File: src/rtl/alu_mul_sequencer_pkg.sv
// Shared types for the multiply sequencer.
// Provides the ALU op codes and the sequencer state encoding.
package alu_mul_sequencer_pkg;

   typedef enum logic [2:0] {
      ALU_ADD,
      ALU_SUB,
      ALU_PASS_A,
      ALU_SHIFT_LL,
      ALU_SHIFT_RL
   } AluCntrl;

   typedef enum logic [2:0] {
      MUL_IDLE,
      MUL_ADD,
      MUL_SHL,
      MUL_SHR,
      MUL_DONE
   } MulSeqState;

   localparam int MUL_W = 32;

endpackage

File: src/rtl/alu_mul_sequencer_alu.sv
// Shared 32-bit ALU slice used by the multiply sequencer.
// Purely combinational; results wrap modulo 2^32 with no flags.
module alu_mul_sequencer_alu
   import alu_mul_sequencer_pkg::*;
(
   input  AluCntrl     alu_op,
   input  logic [31:0] in_a,
   input  logic [31:0] in_b,
   output logic [31:0] result
);

   always_comb begin
      result = '0;
      case (alu_op)
         ALU_ADD:      result = in_a + in_b;
         ALU_SUB:      result = in_a - in_b;
         ALU_PASS_A:   result = in_a;
         ALU_SHIFT_LL: result = in_a << in_b[4:0];
         ALU_SHIFT_RL: result = in_a >> in_b[4:0];
         default:      result = '0;
      endcase
   end

endmodule

File: src/rtl/alu_mul_sequencer.sv
// Shift-add multiply controller: low 32 bits of a 32x32 product,
// one ALU operation per cycle through ADD/SHL/SHR iterations.
module alu_mul_sequencer
   import alu_mul_sequencer_pkg::*;
#(
   parameter bit EARLY_EXIT = 1'b1,
   parameter int ITERS      = 32
) (
   input  logic        clk,
   input  logic        reset,
   input  logic        start,
   input  logic [31:0] multiplicand,
   input  logic [31:0] multiplier,
   output logic        busy,
   output logic        done,
   output logic [31:0] product
);

   localparam logic [4:0] LAST_ITER = 5'(ITERS - 1);

   MulSeqState  state_q, state_d;
   logic [31:0] acc_q, acc_d;
   logic [31:0] mcand_q, mcand_d;
   logic [31:0] mplier_q, mplier_d;
   logic [4:0]  iter_q, iter_d;
   logic [31:0] product_q, product_d;
   logic        busy_q, busy_d;
   logic        done_q, done_d;

   AluCntrl     alu_op;
   logic [31:0] alu_a;
   logic [31:0] alu_b;
   logic [31:0] alu_res;

   alu_mul_sequencer_alu u_alu (
      .alu_op (alu_op),
      .in_a   (alu_a),
      .in_b   (alu_b),
      .result (alu_res)
   );

   always_comb begin
      state_d   = state_q;
      acc_d     = acc_q;
      mcand_d   = mcand_q;
      mplier_d  = mplier_q;
      iter_d    = iter_q;
      product_d = product_q;
      alu_op    = ALU_PASS_A;
      alu_a     = acc_q;
      alu_b     = '0;
      unique case (state_q)
         MUL_IDLE: begin
            if (start) begin
               mcand_d  = multiplicand;
               mplier_d = multiplier;
               acc_d    = '0;
               iter_d   = '0;
               // Zero multiplier skips the ALU entirely; product is known.
               if (EARLY_EXIT && multiplier == '0) begin
                  state_d   = MUL_DONE;
                  product_d = '0;
               end else begin
                  state_d = MUL_ADD;
               end
            end
         end
         MUL_ADD: begin
            alu_op  = mplier_q[0] ? ALU_ADD : ALU_PASS_A;
            alu_a   = acc_q;
            alu_b   = mcand_q;
            acc_d   = alu_res;
            state_d = MUL_SHL;
         end
         MUL_SHL: begin
            alu_op  = ALU_SHIFT_LL;
            alu_a   = mcand_q;
            alu_b   = 32'd1;
            mcand_d = alu_res;
            state_d = MUL_SHR;
         end
         MUL_SHR: begin
            alu_op   = ALU_SHIFT_RL;
            alu_a    = mplier_q;
            alu_b    = 32'd1;
            mplier_d = alu_res;
            iter_d   = iter_q + 5'd1;
            if (iter_q == LAST_ITER ||
                (EARLY_EXIT && alu_res == '0)) begin
               state_d   = MUL_DONE;
               product_d = acc_q;
            end else begin
               state_d = MUL_ADD;
            end
         end
         MUL_DONE: state_d = MUL_IDLE;
         default:  state_d = MUL_IDLE;
      endcase
      busy_d = (state_d != MUL_IDLE);
      done_d = (state_d == MUL_DONE);
   end

   always_ff @(posedge clk) begin
      if (reset) begin
         state_q   <= MUL_IDLE;
         acc_q     <= '0;
         mcand_q   <= '0;
         mplier_q  <= '0;
         iter_q    <= '0;
         product_q <= '0;
         busy_q    <= 1'b0;
         done_q    <= 1'b0;
      end else begin
         state_q   <= state_d;
         acc_q     <= acc_d;
         mcand_q   <= mcand_d;
         mplier_q  <= mplier_d;
         iter_q    <= iter_d;
         product_q <= product_d;
         busy_q    <= busy_d;
         done_q    <= done_d;
      end
   end

   assign busy    = busy_q;
   assign done    = done_q;
   assign product = product_q;

endmodule

File: config.mk
export PLATFORM = sky130hd
export DESIGN_NAME = alu_mul_sequencer
export DESIGN_NICKNAME = d
export VERILOG_FILES = /design/src/rtl/alu_mul_sequencer_pkg.sv /design/src/rtl/alu_mul_sequencer_alu.sv /design/src/rtl/alu_mul_sequencer.sv
export SDC_FILE = /design/constraint.sdc
export NUM_CORES = 1
export LEC_CHECK = 0
export CAP_MARGIN = 10
export CORE_MARGIN = 1
export CORE_UTILIZATION = 45
export DETAILED_ROUTE_END_ITERATION = 7
export GPL_ROUTABILITY_DRIVEN = 0
export PLACE_DENSITY = 0.73
export SLEW_MARGIN = 20
export SYNTH_ARGS = -nofsm -noshare
export SYNTH_HDL_FRONTEND = slang
export SYNTH_HIERARCHICAL = 1
export SYNTH_SLANG_ARGS = --single-unit
File: constraint.sdc
create_clock -name clk -period 17.6 [get_ports clk]
set_input_delay 2.64 -clock clk [delete_from_list [all_inputs] [get_ports clk]]
set_output_delay 2.64 -clock clk [all_outputs]
set_load 0.02 [all_outputs]
==> results of run 1 <==
[Yosys cell counts, types with 5 or more instances]
master	instances
o32ai_1	5
nor4_1	21
or2_2	6
nand4_1	11
mux2_2	21
nand3_1	15
nor3_1	28
a21oi_1	80
nand2b_1	14
xnor2_1	28
o21ai_1	16
nor2_1	213
and3_1	42
o21ai_0	126
mux4_2	50
o22ai_1	5
nor2b_1	5
buf_6	9
nor3b_1	5
o21a_1	8
a222oi_1	6
clkbuf_1	79
a21o_1	16
xor2_1	22
dfxtp_1	138
and2_1	9
a211oi_1	19
a22o_1	32
buf_4	7
buf_2	35
a31oi_1	8
o211ai_1	19
a311oi_1	66
a211o_1	7
nand2_1	219
o31ai_1	8
a22oi_1	37
ha_1	35
a221oi_1	13
o21bai_1	6
mux2i_1	72
inv_1	17
buf_1	13
[report_power, final]
part | switching, µW | internal (µW)
sequential | 28.1 | 343
combinational | 576 | 323
clock | 139 | 226
[worst max-delay path, cell delays in order, from the launching register on]
cell	delay, ps
dfxtp_1	680
nor2_1	120
and3_2	480
buf_4	440
inv_2	270
ha_1	240
or4b_4	520
nor4_4	420
inv_2	70
nor2_1	180
nand2_1	130
o21ai_0	200
xor2_1	170
ha_1	320
and3_1	250
and2_1	170
a221oi_1	530
nor2_1	70
o21ai_0	210
nand4_1	140
a211o_1	310
nor4_1	350
nand4_1	200
o21ai_1	200
nor3b_4	530
buf_4	370
a22o_1	190
[worst paths after layout]
check	start	end	slack (ps)	cells past startpoint
max	state_q[2]	product[4]	9740	26
min	iter_q[4]	iter_q[4]	470	2
max reg2reg	state_q[2]	product[4]	9740	26
min reg2reg	iter_q[4]	iter_q[4]	470	2
[final cells by class]
type                    instances  area [µm²]  area share
repair buffers                144        1330      0.0906
well taps                     378         473      0.0322
flip-flops and latches        138        2770       0.189
inverters                      20        75.1     0.00512
multi-input cells            1361        9440       0.643
clock buffers                  20         447      0.0304
clock inverters                12         148      0.0101
[state kept, by name (all words and copies together), names as in the netlist]
register,flops
busy,1
acc_q,32
mplier_q,32
mcand_q,32
product,32
done,1
state_q,3
iter_q,5
[stage by stage]
| stage | cell area [µm²] | hold WS, ps |
|---|---|---|
| 5_1_grt | 14700 | 486 |
| 3_5_place_dp | 14100 | 459 |
| 3_3_place_gp | 14100 | 451 |
| 2_1_floorplan | 12900 | 439 |
| 4_1_cts | 14700 | 477 |
| 6_report | 14700 | 473 |
[per-layer routing]
metal / track usage / up-vias / part of all wire
li1: - / 6287 / -
met1: 0.442 / 6627 / 0.39
met2: 0.496 / 1103 / 0.43
met3: 0.0683 / 196 / 0.13
met4: 0.150 / 2 / 0.050
met5: 0 / - / 0.00023
[logic make-up (layout without fill, tap and decap cells)]
family | count (synthesis) | after routing | share of synthesized area
AOI/OAI and AO/OA | 520 | 520 | 0.281
xor gates and xnor gates | 50 | 50 | 0.0339
adders and majority gates | 36 | 36 | 0.0354
buffers and inverters | 165 | 196 | 0.0597
DFF | 138 | 138 | 0.214
muxes | 145 | 145 | 0.163
and+or+nand+nor | 610 | 610 | 0.214
==> impl_metrics.yaml, run 1 <==
synthesis:
  yosysWarnings: 6
  syn-cell-area_um2: 12900
  synth_fp_nets: 1767
  synth_edf_count: 0
  ys_async_sr_fraction: 0
  synthCells: 1664
  ys_seq_area_frac: 0.214
  netlist_top_cells_area: "dfxtp_1 (21%), mux4_2 (8.7%), nand2_1 (6.4%)"
  synth_seq_cells: 138
  yosysTopAreaCell: "dfxtp_1"
  synth.avg_cell_area_um2: 7.76
  synthDistinctLibCells: 87
  synthFlopType: "dfxtp_1"
  yosys.area.top_type_share: 0.214
place:
  dp_hpwl_um: 34600
  dp_slack_ps: 10010
  io_buffer_count: 100
  dp_cells: 2041
cells_and_area:
  antenna_cells: 0
  drive_gt1_frac: 0.112
  final_cells: 2073
  final_nets: 1785
  layout_common_cells: "nand2_1 (218), nor2_1 (210), dfxtp_1 (137), o21ai_0 (122), clkdlybuf4s50_1 (99)"
  utilization: 0.524
  final_common_cell: "nand2_1"
  fillers: 2633
  syn_to_final_growth_pct: 13.6
cts:
  cts_tree: "built"
  clock_latency_ps: 430
  h-tree-depth: 4
  cts.clk_slew.worst_paths_ps: 60
  cts.sinks: 138
  clk_path_buf_depth: 2
  post_cts_buffers: 0
  cts-root-buf: "clkbuf_16"
  hold_buffers: 0
  numCtsBuffers: 17
  cts_resized: 0
critical_path:
  cp_data_arrival_time_ps: 8230
  critPathMaxFanout: 51
  timing.critical_path.required_ps: 17960
  end_kind: "register"
  critPathKind: "reg2reg"
  cp-start-kind: "register"
die:
  initial_utilization: 0.461
  ioPinCount: 101
  num_rows: 61
  die_y_um: 171
  dieArea_um2: 29400
  core-area_um2: 28000
  die_x_um: 171
grt:
  grt-ovfl-total: 0
  grt_pass1_vias: 12800
  antenna_found_initial: 1
  grt_pass1_wl_um: 73500
  track_usage: 0.327
  grt_max_degree: 83
timing:
  fin_setup_tns_ps: 0
  period_minus_slack_ps: 7860
  rsz0062_at_grt: "no"
  period_share: 0.447
  maxSlewViolCount: 0
  worst_slew_pin_slew_ps: 1180
  setup_violations: 0
  finalHoldViolCount: 0
  fin_ws_ps: 9740
  max_freq_ghz: 0.127
  maxSlewHeadroom: 0.207
  fin_skew_ps: 11.2
routing:
  antenna_left: 0
  vias: 14200
  drc: 0
  vias_per_cell: 6.86
  avgRoutedWirePerCell_um: 23.2
  wirelength_um: 48200
  drt_iter0_drc: 1982
  first_pass_iters: 6
min_path:
  hold_class: "reg2reg"
power:
  ir_drop_uv: 87.6
  powerDensity_nw_per_um2: 111
  p_total_uw: 1630
  leakage_uw: 0.00534
flow_run:
  drv_cap: 0
run_status:
  run_status: "finished, final reports clean"
(Power assumes the default switching activity.)
==> inputs of run 2 (changes only) <==
PLACE_DENSITY = 0.76   (was 0.73)
clock period = 7.2 ns   (was 17.6 ns; I/O delays follow)
==> impl_metrics.yaml, run 2 (synthesis gave the netlist of run 1 again) <==
cts:
  cts_tree: "built"
  cts.sinks: 138
  clk_path_buf_depth: 2
  numCtsBuffers: 17
  clock_latency_ps: 430
  cts-root-buf: "clkbuf_16"
  cts.clk_slew.worst_paths_ps: 70
  h-tree-depth: 4
timing:
  maxSlewHeadroom: 0.212
  finalHoldViolCount: 0
  period_minus_slack_ps: 6600
  setup_violations: 0
  max_freq_ghz: 0.151
  rsz0062_at_grt: "no"
  fin_skew_ps: 14.2
  worst_slew_pin_slew_ps: 1170
  period_share: 0.917
  fin_ws_ps: 599
  maxSlewViolCount: 0
  fin_setup_tns_ps: 0
grt:
  track_usage: 0.333
  grt_pass1_vias: 13400
  antenna_found_initial: 0
  grt-ovfl-total: 0
  grt_pass1_wl_um: 75700
  grt_max_degree: 102
die:
  dieArea_um2: 29400
  core-area_um2: 28000
  num_rows: 61
  initial_utilization: 0.461
  die_y_um: 171
  ioPinCount: 101
  die_x_um: 171
power:
  p_clk_frac: 0.225
  intPower_uw: 2140
  p_sw_uw: 1910
  swShare: 0.471
  p_seq_frac: 0.225
  leakage_uw: 0.00540
  powerDensity_nw_per_um2: 275
  pwr-share-comb: 0.550
  ir_drop_uv: 195
place:
  dp_slack_ps: 617
  dp_hpwl_um: 34800
  place_area_um2: 14200
  io_buffer_count: 100
routing:
  first_pass_iters: 8
  vias_per_cell: 6.89
  vias: 14400
  drt_iter0_drc: 2110
  wirelength_um: 48800
  drc: 14
  avgRoutedWirePerCell_um: 23.4
  antenna_left: 0
critical_path:
  critPathMaxFanout: 32
  critPathSlowestCell: "dfxtp_1"
  cp-start-kind: "register"
  timing.critical_path.required_ps: 7510
  crit_buf_inv: 3
  critPathKind: "reg2reg"
  path_delay_family: "compound AO/OA/AOI/OAI gates"
  cp_data_arrival_time_ps: 6910
  end_kind: "register"
  slowest_delay_ps: 540
cells_and_area:
  final_common_cell: "nand2_1"
  antenna_cells: 0
  layout_common_cells: "nand2_1 (218), nor2_1 (211), dfxtp_1 (137), o21ai_0 (122), clkdlybuf4s50_1 (99)"
  final_nets: 1795
  stdcell_area_um2: 14800
  syn_to_final_growth_pct: 14.3
  drive_gt1_frac: 0.118
flow_run:
  drv_cap: 0
run_status:
  violations: "DRC"
  run_status: "finished, violations left"
min_path:
  hold_class: "reg2reg"
## run 2: cell count changes in the layout (fill, tap and decap cells not counted), sizes merged
cell and change:
inv +8, clkinv -2, bufinv -2, clkinvlp -2
clkbuf -2, buf +10
## run 2: worst reg2reg max path, stage by stage (launching register included)
cell and delay, ps:
dfxtp_1 540, nor2_1 190, and3_2 280, inv_2 180, ha_1 240, or4b_4 500, nor4_4 410, inv_2 70
nor2_1 150, nand2_1 120, o41ai_2 320, xor2_1 240, ha_1 340, a21o_1 230, o21bai_1 190, a221oi_1 330
o21ai_0 130, a21oi_1 210, a211o_1 160, nand3_2 150, nor4_1 270, nand4_1 180, o211ai_1 460, a21oi_2 90
buf_4 270, a22o_1 240
## run 2: power by group through the flow
stage	Combinational, µW	Clock [µW]	Sequential, µW
final	2230	913	911
after global routing	2370	942	917
after CTS	2130	909	908
after detailed placement	2110	0	926
after global placement	2070	0	921
after floorplan	1590	0	888
## run 2: worst paths after layout
path | slack [ps] | cells past startpoint | end | start
setup / recovery | 600 | 25 | product[21] | state_q[1]
hold / removal | 480 | 1 | product[24] | product[24]
hold reg to reg | 480 | 1 | product[24] | product[24]
setup reg to reg | 600 | 25 | product[21] | state_q[1]
## run 2: repair_timing
action,CTS,global route
endpoints found under the setup margin,0,32
gates resized for setup,0,1
buffers inserted,0,1
hold buffers,0,0
hold endpoints to repair,0,0
## run 2: layer usage
layer | track usage | vias to the layer above | wire [µm]
met3 | 0.0826 | 227 | 6630
met5 | 0 | - | 0
met4 | 0.186 | 0 | 2860
met1 | 0.444 | 6679 | 18400
li1 | - | 6302 | -
met2 | 0.488 | 1146 | 20900
## run 2: final cells by class
class	instances	area [µm²]
Clock buffer	18	439
Multi-Input combinational cell	1361	9440
Sequential cell	138	2770
Tap cell	378	473
Timing Repair Buffer	154	1420
Inverter	20	75.1
Fill cell	2639	13200
Clock inverter	14	155
## run 2: stage by stage
stage	total power, µW	instances	utilization	hold slack, ps
6_report	4050	2083	0.527	476
3_3_place_gp	2990	2050	0.505	452
4_1_cts	3940	2082	0.527	477
3_5_place_dp	3040	2050	0.505	456
2_1_floorplan	2480	1664	-	439
5_1_grt	4230	2083	0.527	500
